[src/rtl/mips_mem_pkg.sv]
// Shared types and defaults for the MIPS unified memory port arbiter.
package mips_mem_pkg;

  localparam int ADDR_W_DEF = 32;
  localparam int DATA_W_DEF = 32;

  // Arbiter sequencing: IDLE accepts a request, BUSY waits out memory latency
  typedef enum logic {
    IDLE = 1'b0,
    BUSY = 1'b1
  } state_t;

  // Which requester owns the access currently in flight
  typedef enum logic {
    OWN_IF = 1'b0,
    OWN_DM = 1'b1
  } owner_t;

endpackage

[src/rtl/arb_latency_timer.sv]
// Load-on-issue latency counter: loads 1 when an access issues, counts up
// each cycle and flags done when the memory read latency has elapsed.
module arb_latency_timer #(
  parameter int MEM_LAT = 2
) (
  input  logic clk,
  input  logic rst,
  input  logic load,
  output logic done
);

  localparam int CW = $clog2(MEM_LAT + 1);
  localparam logic [CW-1:0] LAT_VAL = CW'(MEM_LAT);
  localparam logic [CW-1:0] ONE_VAL = CW'(1);

  logic [CW-1:0] cnt_reg;

  // Count from issue until the latency is reached, then park at zero
  always_ff @(posedge clk or posedge rst) begin
    if (rst) begin
      cnt_reg <= '0;
    end else if (load) begin
      cnt_reg <= ONE_VAL;
    end else if (done) begin
      cnt_reg <= '0;
    end else if (cnt_reg != '0) begin
      cnt_reg <= cnt_reg + ONE_VAL;
    end
  end

  assign done = (cnt_reg == LAT_VAL);

endmodule

[src/rtl/mem_port_arbiter.sv]
// Single-port memory arbiter for the MIPS core: shares one memory port
// between instruction fetch and load/store, one access at a time, and
// returns read data / store acknowledge with a one-cycle valid pulse.
// Optional build macro: ARB_FAIRNESS_EN bounds how many consecutive data
// accesses may be granted while a fetch is waiting.
module mem_port_arbiter
  import mips_mem_pkg::*;
#(
  parameter int ADDR_W     = ADDR_W_DEF,
  parameter int DATA_W     = DATA_W_DEF,
  parameter int MEM_LAT    = 2,
  parameter int FAIR_LIMIT = 4
) (
  input  logic              CLOCK_50,
  input  logic              RESET,
  input  logic              if_req,
  input  logic [ADDR_W-1:0] if_addr,
  output logic              if_gnt,
  output logic              if_valid,
  output logic [DATA_W-1:0] if_rdata,
  input  logic              dm_req,
  input  logic              dm_we,
  input  logic [ADDR_W-1:0] dm_addr,
  input  logic [DATA_W-1:0] dm_wdata,
  output logic              dm_gnt,
  output logic              dm_valid,
  output logic [DATA_W-1:0] dm_rdata,
  output logic              mem_en,
  output logic              mem_we,
  output logic [ADDR_W-1:0] mem_addr,
  output logic [DATA_W-1:0] mem_wdata,
  input  logic [DATA_W-1:0] mem_rdata,
  output logic              pc_stall
);

  state_t            state_reg;
  owner_t            owner_reg;
  logic              store_reg;
  logic              if_valid_reg;
  logic              dm_valid_reg;
  logic [DATA_W-1:0] if_rdata_reg;
  logic [DATA_W-1:0] dm_rdata_reg;

  logic idle_ok;
  logic fair_take;
  logic dm_win;
  logic if_win;
  logic timer_done;
  logic access_done;

`ifdef ARB_FAIRNESS_EN
  localparam int SW = $clog2(FAIR_LIMIT + 1);
  localparam logic [SW-1:0] STREAK_MAX = SW'(FAIR_LIMIT);
  localparam logic [SW-1:0] STREAK_ONE = SW'(1);

  logic [SW-1:0] streak_reg;

  // A fetch that has watched FAIR_LIMIT data grants in a row takes the port
  assign fair_take = if_req && (streak_reg == STREAK_MAX);

  // Track consecutive data grants made while a fetch is waiting
  always_ff @(posedge CLOCK_50 or posedge RESET) begin
    if (RESET) begin
      streak_reg <= '0;
    end else if (if_gnt) begin
      streak_reg <= '0;
    end else if (dm_gnt && if_req) begin
      if (streak_reg != STREAK_MAX) begin
        streak_reg <= streak_reg + STREAK_ONE;
      end
    end else if ((state_reg == IDLE) && !if_req) begin
      streak_reg <= '0;
    end
  end
`else
  // Strict data-side priority: fetch may starve while dm_req stays high
  assign fair_take = 1'b0;
`endif

  // Arbitration happens only in IDLE and never while reset is asserted
  assign idle_ok = ~RESET & (state_reg == IDLE);
  assign dm_win  = dm_req & ~fair_take;
  assign if_win  = if_req & ~dm_win;
  assign dm_gnt  = idle_ok & dm_win;
  assign if_gnt  = idle_ok & if_win;

  // Memory command comes straight from the winner in the grant cycle
  assign mem_en    = if_gnt | dm_gnt;
  assign mem_we    = dm_we & dm_gnt;
  assign mem_addr  = dm_gnt ? dm_addr : if_addr;
  assign mem_wdata = dm_wdata;
  assign pc_stall  = if_req & ~if_gnt;

  arb_latency_timer #(
    .MEM_LAT (MEM_LAT)
  ) u_timer (
    .clk  (CLOCK_50),
    .rst  (RESET),
    .load (mem_en),
    .done (timer_done)
  );

  assign access_done = (state_reg == BUSY) && timer_done;

  // Sequencer: latch owner and access type on issue, release on completion
  always_ff @(posedge CLOCK_50 or posedge RESET) begin
    if (RESET) begin
      state_reg <= IDLE;
      owner_reg <= OWN_IF;
      store_reg <= 1'b0;
    end else begin
      case (state_reg)
        IDLE: begin
          if (mem_en) begin
            state_reg <= BUSY;
            owner_reg <= dm_gnt ? OWN_DM : OWN_IF;
            store_reg <= mem_we;
          end
        end
        BUSY: begin
          if (timer_done) begin
            state_reg <= IDLE;
          end
        end
        default: state_reg <= IDLE;
      endcase
    end
  end

  // Return path: capture read data and pulse the owner's valid for one cycle
  always_ff @(posedge CLOCK_50 or posedge RESET) begin
    if (RESET) begin
      if_valid_reg <= 1'b0;
      dm_valid_reg <= 1'b0;
      if_rdata_reg <= '0;
      dm_rdata_reg <= '0;
    end else begin
      if_valid_reg <= 1'b0;
      dm_valid_reg <= 1'b0;
      if (access_done) begin
        if (owner_reg == OWN_IF) begin
          if_valid_reg <= 1'b1;
          if_rdata_reg <= mem_rdata;
        end else begin
          dm_valid_reg <= 1'b1;
          if (!store_reg) begin
            dm_rdata_reg <= mem_rdata;
          end
        end
      end
    end
  end

  assign if_valid = if_valid_reg;
  assign dm_valid = dm_valid_reg;
  assign if_rdata = if_rdata_reg;
  assign dm_rdata = dm_rdata_reg;

endmodule

[config.mk]
export PLATFORM = sky130hd
export DESIGN_NAME = mem_port_arbiter
export DESIGN_NICKNAME = d
export VERILOG_FILES = /design/src/rtl/mips_mem_pkg.sv /design/src/rtl/arb_latency_timer.sv /design/src/rtl/mem_port_arbiter.sv
export SDC_FILE = /design/constraint.sdc
export NUM_CORES = 1
export LEC_CHECK = 0
export BUFFER_PORTS_ARGS = -buffer_cell sky130_fd_sc_hd__buf_2
export CAP_MARGIN = 0
export CORE_MARGIN = 1
export CORE_UTILIZATION = 30
export CTS_CLUSTER_DIAMETER = 50
export DETAILED_ROUTE_END_ITERATION = 10
export PLACE_DENSITY_LB_ADDON = 0.1
export SLEW_MARGIN = 20
export SYNTH_ARGS = -nofsm -noshare
export SYNTH_HDL_FRONTEND = slang
export SYNTH_HIERARCHICAL = 1
export SYNTH_SLANG_ARGS = --single-unit
export TNS_END_PERCENT = 30
[constraint.sdc]
create_clock -name CLOCK_50 -period 4.35 [get_ports CLOCK_50]
set_input_delay 0.87 -clock CLOCK_50 [delete_from_list [all_inputs] [get_ports CLOCK_50]]
set_output_delay 0.87 -clock CLOCK_50 [all_outputs]
set_load 0.02 [all_outputs]
==> results.json <==
{
  "clockRootBuffer": "clkbuf_16",
  "synth.largest_area_cell": "dfrtp_1",
  "ys_types": 20,
  "synth_top_area_share_pct": 50.2,
  "die_area_um2": 12200,
  "path_buf_inv": 3,
  "post-route-drc-count": 0,
  "arrival_ns": 2.52,
  "postRouteAntennaNets": 0,
  "core_um2": 11500,
  "clock-skew-final_ns": 0.00804,
  "dp_slack_ns": 0.955,
  "power.total_mw": 3.34,
  "critPathKind": "primary input to output pin",
  "die_x_um": 111,
  "critPathMaxFanout": 18,
  "wl_um": 8240,
  "netlist_instances": 232,
  "clk_pin_slew_ns": 0.06,
  "yosys_warnings": 6,
  "clkLatencyLatePin_ns": 0.33,
  "critPathRequiredTime_ns": 3.48,
  "layout_common_cells": "203 x buf_2, 71 x dfrtp_1, 58 x mux2_4",
  "setup_violations": 0,
  "synth_top_cells_by_area": "dfrtp_1 50%, mux2_4 25%, mux2_2 12%",
  "finalNonFillerCells": 555,
  "fin_util_pct": 41.4,
  "dp_hpwl_um": 6080,
  "cp_slowest_stage_delay_ns": 0.51,
  "firstDrtPassIters": 4,
  "grt_util_all_layers_pct": 13.8,
  "netlist_area_um2": 3540,
  "layout_setup_ws_ns": 0.955,
  "maxCapViolCount": 0,
  "end_kind": "output pin",
  "placementRows": 39,
  "finalSetupTns_ns": 0,
  "path_cells": "buf_2, nor2_1, and2_2, buf_4, mux2_4, buf_2",
  "postLayoutCellArea_um2": 4740,
  "antenna_found_initial": 0,
  "holdWs_ns": 0.412,
  "start_util_pct": 30.8,
  "p_leak_nw": 2.56,
  "status": "complete, no violations",
  "numClockSinks": 71,
  "syn_nets": 365,
  "tightest_slew_ns": 0.776,
  "critPathMostFrequentCell": "buf_2",
  "grt_pass1_wl_um": 13100,
  "overflow": 0,
  "finalHoldViolCount": 0,
  "power_density_nw_per_um2": 705,
  "cts_tree": "yes",
  "place_area_um2": 4430,
  "synthArstFlopShare_pct": 100,
  "layout.nets": 540,
  "vias": 2373,
  "cts_made_buffers": 9,
  "slowest_stage": "and2_2",
  "min_period_ns": 3.39,
  "ctsHtreeMaxLevel": 3,
  "clk_path_buf_depth": 2,
  "crit_family": "simple AND/OR/NAND/NOR gates",
  "post_cts_buffers": 0,
  "io_buffers": 203,
  "syn_to_final_growth_pct": 34.1,
  "drt_iter0_drc": 54,
  "diodes": 0,
  "fin_crit_sh_pct": 78.0,
  "wire_per_inst_um": 14.8,
  "cts_resized": 0,
  "final_max_slew_viol_count": 0,
  "ys_ff_latch": 71,
  "final_common_cell": "buf_2",
  "ios": 268,
  "placed_cells": 539,
  "ir_drop_mv": 0.329,
  "grt_max_degree": 36,
  "synthFlopType": "dfrtp_1",
  "hold_class": "primary input to asynchronous set/reset pin",
  "syn_avg_cell_area_um2": 15.2,
  "via_per_inst": 4.28,
  "cts_hold_buf": 0,
  "gp_congestion": 0.693,
  "ys_seq_area_share_pct": 50.2,
  "die_h_um": 111,
  "relSlewSlack_pct": 48.2,
  "fmax_mhz": 295,
  "grt_pass1_vias": 2535,
  "layout-drive-gt1-share_pct": 78.9,
  "rsz0062_at_grt": "false",
  "worstSetupStartpointType": "primary input",
  "synth_edf_count": 0
}
metal layers:
metal / routed length [um] / vias up / global-route usage [%]
li1: - / 1116 / -
met1: 3560 / 1138 / 16.7
met2: 3930 / 105 / 21.8
met3: 622 / 14 / 5.82
met4: 124 / 0 / 5.24
met5: 0 / - / 0
final cells by class:
type	count	area (um^2)
clock buffers	11	253
flip-flops and latches	71	1780
multi-input cells	112	1410
clock inverters	5	56.3
fillers	1118	6720
well taps	143	179
inverters	5	18.8
repair buffers	208	1050
Yosys cell counts (2+ instances only):
cell	number
dfrtp_1	71
mux2_4	58
mux2_2	38
buf_4	33
buf_6	6
inv_1	5
buf_2	4
a21o_1	2
and2_1	2
and3_1	2
o21ai_0	2
power breakdown:
group	leakage, nW	internal, mW	switching [mW]
combinational	1.57	0.678	0.772
sequential	0.836	0.988	0.162
clock	0.152	0.473	0.270
total	2.56	2.14	1.20
path summary, 6_finish.rpt:
path,to,cells past startpoint,startpoint,slack [ns]
max,mem_addr[14],6,RESET,0.96
min,u_timer/cnt_reg[1]$_DFFE_PP0P_,2,RESET,0.41
max reg2reg,dm_rdata[31]$_DFFE_PP0P_,5,u_timer/cnt_reg[1]$_DFFE_PP0P_,2.25
min reg2reg,u_timer/cnt_reg[1]$_DFFE_PP0P_,1,u_timer/cnt_reg[1]$_DFFE_PP0P_,0.44
max in group asynchronous,dm_rdata[19]$_DFFE_PP0P_,3,RESET,2.69
min in group CLOCK_50,u_timer/cnt_reg[1]$_DFFE_PP0P_,1,u_timer/cnt_reg[1]$_DFFE_PP0P_,0.44
cell families (layout without fill, tap and decap cells):
| kind of cell | after synthesis | after routing | synth area share [%] |
|---|---|---|---|
| AO/OA/AOI/OAI | 4 | 4 | 0.707 |
| buffers and inverters | 49 | 229 | 10.1 |
| flip-flops | 71 | 71 | 50.2 |
| multiplexers | 96 | 96 | 36.7 |
| AND/OR/NAND/NOR | 12 | 12 | 2.23 |
(Power assumes the default switching activity.)
